==> src/rtl/signed_mult_arbiter.sv <==
// Round-robin arbiter in front of one shared pipelined signed multiplier.
// Results return in grant order, tagged with the requester index.
module signed_mult_arbiter #(
  parameter int N    = 8,
  parameter int M    = N,
  parameter int R    = 4,
  parameter int LAT  = 2,
  parameter int ID_W = (R > 1) ? $clog2(R) : 1
) (
  input  logic              clk,
  input  logic              rst,
  input  logic [R-1:0]      req,
  input  logic [R*N-1:0]    a_in,
  input  logic [R*M-1:0]    b_in,
  output logic [R-1:0]      gnt,
  output logic              o_valid,
  input  logic              o_ready,
  output logic [ID_W-1:0]   o_id,
  output logic [N+M-1:0]    o
);

  logic [ID_W-1:0]  r_ptr;
  logic             r_v1;
  logic [N-1:0]     r_a;
  logic [M-1:0]     r_b;
  logic [ID_W-1:0]  r_id1;
  logic [N+M-1:0]   r_p  [LAT-1];
  logic [ID_W-1:0]  r_id [LAT-1];
  logic             r_v  [LAT-1];

  logic             w_stall;
  logic             w_found;
  logic             w_fire;
  logic [ID_W-1:0]  w_gidx;
  logic [ID_W-1:0]  w_ptr_nxt;
  logic [N-1:0]     w_a;
  logic [M-1:0]     w_b;
  logic [N-1:0]     w_ma;
  logic [M-1:0]     w_mb;
  logic [N+M-1:0]   w_pu;
  logic [N+M-1:0]   w_prod;

  assign o_valid = r_v[LAT-2];
  assign o_id    = r_id[LAT-2];
  assign o       = r_p[LAT-2];
  assign w_stall = o_valid & ~o_ready;

  // first requester at or after the pointer, wrapping
  always_comb begin
    int idx;
    w_found = 1'b0;
    w_gidx  = '0;
    w_a     = '0;
    w_b     = '0;
    idx     = 0;
    for (int k = 0; k < R; k++) begin
      idx = int'(r_ptr) + k;
      if (idx >= R) idx = idx - R;
      if (!w_found && req[idx]) begin
        w_found = 1'b1;
        w_gidx  = ID_W'(idx);
        w_a     = a_in[idx*N +: N];
        w_b     = b_in[idx*M +: M];
      end
    end
  end

  assign w_fire    = w_found & ~w_stall & ~rst;
  assign gnt       = w_fire ? (R'(1) << w_gidx) : '0;
  assign w_ptr_nxt = (w_gidx == ID_W'(R-1)) ? '0
                   : w_gidx + ID_W'(1);

  // magnitudes stay unsigned so -2^(N-1) maps to 2^(N-1) exactly
  assign w_ma   = r_a[N-1] ? -r_a : r_a;
  assign w_mb   = r_b[M-1] ? -r_b : r_b;
  assign w_pu   = {{M{1'b0}}, w_ma} * {{N{1'b0}}, w_mb};
  assign w_prod = (r_a[N-1] ^ r_b[M-1]) ? -w_pu : w_pu;

  always_ff @(posedge clk) begin
    if (rst) begin
      r_ptr <= '0;
      r_v1  <= 1'b0;
      r_a   <= '0;
      r_b   <= '0;
      r_id1 <= '0;
      for (int s = 0; s < LAT-1; s++) begin
        r_p[s]  <= '0;
        r_id[s] <= '0;
        r_v[s]  <= 1'b0;
      end
    end else if (!w_stall) begin
      if (w_fire) r_ptr <= w_ptr_nxt;
      r_v1    <= w_fire;
      r_a     <= w_a;
      r_b     <= w_b;
      r_id1   <= w_gidx;
      r_p[0]  <= w_prod;
      r_id[0] <= r_id1;
      r_v[0]  <= r_v1;
      for (int s = 1; s < LAT-1; s++) begin
        r_p[s]  <= r_p[s-1];
        r_id[s] <= r_id[s-1];
        r_v[s]  <= r_v[s-1];
      end
    end
  end

endmodule

==> config.mk <==
export PLATFORM = sky130hd
export DESIGN_NAME = signed_mult_arbiter
export DESIGN_NICKNAME = d
export VERILOG_FILES = /design/src/rtl/signed_mult_arbiter.sv
export SDC_FILE = /design/constraint.sdc
export NUM_CORES = 1
export LEC_CHECK = 0
export BUFFER_PORTS_ARGS = -buffer_cell sky130_fd_sc_hd__buf_2
export CORE_UTILIZATION = 40
export CTS_CLUSTER_DIAMETER = 200
export DETAILED_ROUTE_END_ITERATION = 7
export PLACE_DENSITY = 0.62
export SLEW_MARGIN = 25
export SYNTH_ARGS = -nofsm -noshare
export SYNTH_HDL_FRONTEND = slang
export SYNTH_SLANG_ARGS = --single-unit
export TNS_END_PERCENT = 100
==> constraint.sdc <==
create_clock -name clk -period 8.6 [get_ports clk]
set_clock_uncertainty 0.05 [all_clocks]
set_input_delay 0.43 -clock clk [delete_from_list [all_inputs] [get_ports clk]]
set_output_delay 0.43 -clock clk [all_outputs]
set_load 0.01 [all_outputs]
==> results.md <==
* Die Y at 127 um
* Port-buffer cells at 93
* WP buf/inv at 5
* Critical-path cell list: clkinv_1 -> ha_1 -> nand2b_1 -> o21ai_0 -> xor2_1 -> nor2_1 -> fa_1 -> inv_1 -> fa_1 -> inv_1 -> fa_1 -> inv_1 -> fa_1 -> inv_1 -> ha_1 -> a21oi_1 -> nand2_1 -> or3_1 -> a2111oi_0 -> a41oi_1 -> xor2_1 -> nor2_1
* Cell taking the most area after synthesis: mux4_2
* Synthesized cell area at 6290 um2
* EDFF count, synth at 19
* Ranking of synthesized cells by area: mux4_2 12%, fa_1 11%, ha_1 9.6%, edfxtp_1 9.1%, dfxtp_1 6.7%
* Async set-or-reset flop fraction in the synthesized netlist at 0
* Largest net degree at the start of global routing at 80
* Final max-slew violation count at 0
* Required time worst endpoint at 8580 ps
* Final nets at 907
* Via/cell ratio at 5.71
* Hold_buf cts at 0
* Vias in the first global route at 5,490
* TritonCTS clock tree: built
* Worst r2r src: r_a[0]
* Hold_sp: rst
* Clk slew on worst S/H paths at 60 ps
* Most frequent cells in the layout: 93 x buf_2, 78 x nor2_1, 66 x inv_1
* H-tree depth at 2
* Synth Flop Type: dfxtp_1
* Initial DRT Pass Iterations at 5
* Total vias in the final route at between 5k and 6k
* Slew headroom at 0.312
* RSZ-0062 raised after global routing: no
* Post-CTS Resized at 0
* Critical path's top delay family: adder cells
* Initial DRC Count at 236
* Post-CTS Setup Repair Bufs at 0
* Crit path DAT at 6710 ps
* Slowest-stage cell, CP: a2111oi_0
* Layout area overhead at 12.9%
* Flop-to-flop setup slack at about 1900 ps
* R2R cell count at 22
* Io pins at 94
* Initial antenna violation count at 0
* Die area at 16,200 um2
* Longest Clk Path Bufs at 2
* DRT antenna net count at 0
* Share of cells above drive strength 1 at 0.279
* Starting density of the core at 0.412
* Remaining DRCs at 0
* Distinct cells, synth at slightly below 60
* Detail Placement HPWL at 12.4 mm
* Reg2reg end: r_p[0][12]
* Placeable Area at 15,300 um2
* Filler cells at ~1.5k
* GPL Wtd Cong at 0.852
* LEAKAGE at ~0.0032 uW
* Max Cap Violations at 0
* Seq/Total Area, Yosys at 0.158
* GRT Util Overall at 0.202
* Final Util at 0.465
* Yosys warns at 0
* Worst vdd ir at 0.178 mV
* Avg Inst Size Synth at 9.21 um2
* Root Driver: clkbuf_16
* Critical path class: reg2reg
* Most common cell after layout, fill and taps aside: buf_2
* Status: finished, final reports clean
* DR WL/cell at 16.2 um
* Post-layout min period at 6730 ps
* Aggregate global routing overflow at 0
* Rows at 45
* First-pass GRT wire length at about 26 mm
* Post-Syn Instances at roughly 680
* Max incr delay on CP at 760 ps
* Synth Register Bits at 40
* Num Clock Sinks at 40
* Setup TNS at 0 ps
* Worst Hold Endpoint: r_ptr[1]
* Hold Path Cell Cnt at 2
* Syn nets at 838
* Final Routed Wirelength at 15.6 mm
* F_max at 149 MHz
* Tightest Pin Transition at 1030 ps
* Antenna cells at 0
* Final Cycle Share at 0.783
* Hold WC Path Type: in2reg
* Clock Latency Late Sink at 300 ps
* Crit path from: r_a[0]
* Crit path max fanout at 8
* Final setup vio count at 0
* Critical Path Start Type: flip-flop
* WHS at 318 ps
* Pwr dens at between 300 and 400 nW/um2
* Setup crit end kind: flip-flop
* Hold Vio Cnt, Final at 0
* Synth top area share at 0.122
* Horiz. Die Dim at roughly 130 um
* Num CTS Buffers at 5
==> through the flow <==
stage	cell area, um2	total power, uW	setup WS [ps]	cells
global placement	6890	2440	2010	955
detailed placement	6900	2490	1820	955
floorplan	6290	2050	2530	683
finish	7100	2720	1870	964
CTS	7070	2730	1830	963
global route	7100	3010	1290	964
==> routing by layer <==
layer  wire (um)  track usage  vias up
li1            -            -     2629
met1        6890        0.249     2683
met2        7610        0.355      173
met3         880       0.0419       19
met4         257       0.0616        0
met5           0            0        -
==> power breakdown <==
part | internal (uW) | total, uW | switching [uW]
sequential | 286 | 360 | 74.5
combinational | 923 | 2140 | 1220
clock | 138 | 219 | 80.9
==> flip-flops by register name, summed over array words and instances, names as in the netlist <==
| name | cells |
|---|---|
| r_a | 8 |
| r_b | 8 |
| r_id | 2 |
| r_id1 | 2 |
| r_p | 16 |
| r_ptr | 2 |
| r_v | 1 |
| r_v1 | 1 |
==> worst register-to-register path, cell delays in order, from the launching register on <==
cell and delay (ps):
dfxtp_1 400, clkinv_1 250, ha_1 290, nand2b_1 110
o21ai_0 100, xor2_1 560, nor2_1 130, fa_1 530
inv_1 50, fa_1 470, inv_1 50, fa_1 530
inv_1 50, fa_1 520, inv_1 40, ha_1 370
a21oi_1 220, nand2_1 120, or3_1 400, a2111oi_0 760
a41oi_1 220, xor2_1 190, nor2_1 50
==> cells in the mapped netlist (all sizes together) (5+ instances only) <==
cell type  instances
nor2              81
inv               66
ha                48
a21oi             38
fa                36
mux2              34
mux4              34
or2               26
nand2             23
nand2b            23
dfxtp             21
clkbuf            20
edfxtp            19
and3              17
buf               17
a221o             16
a221oi            16
a32oi             16
xor2              16
o21ai             15
and2              10
xnor2             10
mux2i              9
or3                9
nand3              6
a21o               5
o31ai              5
==> final cells by class <==
type	instances	area, um2	area share
Clock buffer	5	125	0.0176
Clock inverter	3	46.3	0.00652
Inverter	67	251	0.0354
Multi-Input combinational cell	539	4890	0.688
Sequential cell	40	995	0.140
Tap cell	211	264	0.0372
Timing Repair Buffer	99	531	0.0747
==> kinds of logic (layout without fill, tap and decap cells) <==
family	count (synthesis)	in the layout	share of synthesized area
and+or+nand+nor	216	216	0.173
AOI/OAI and AO/OA	136	136	0.159
buffers and inverters	104	174	0.0669
adders and majority gates	84	84	0.210
muxes	77	77	0.197
DFF	40	40	0.158
xor gates and xnor gates	26	26	0.0362
==> how the worst max path moves through the flow <==
stage / to / slack [ps] / cells after the start
after floorplan: r_p[0][12] / 2530 / 21
after global placement: r_p[0][12] / 2010 / 22
after detailed placement: r_p[0][12] / 1820 / 22
after CTS: r_p[0][12] / 1830 / 22
after global routing: r_p[0][12] / 1290 / 22
final: r_p[0][12] / 1870 / 22
Note: power is estimated with default switching activity, not from simulation.
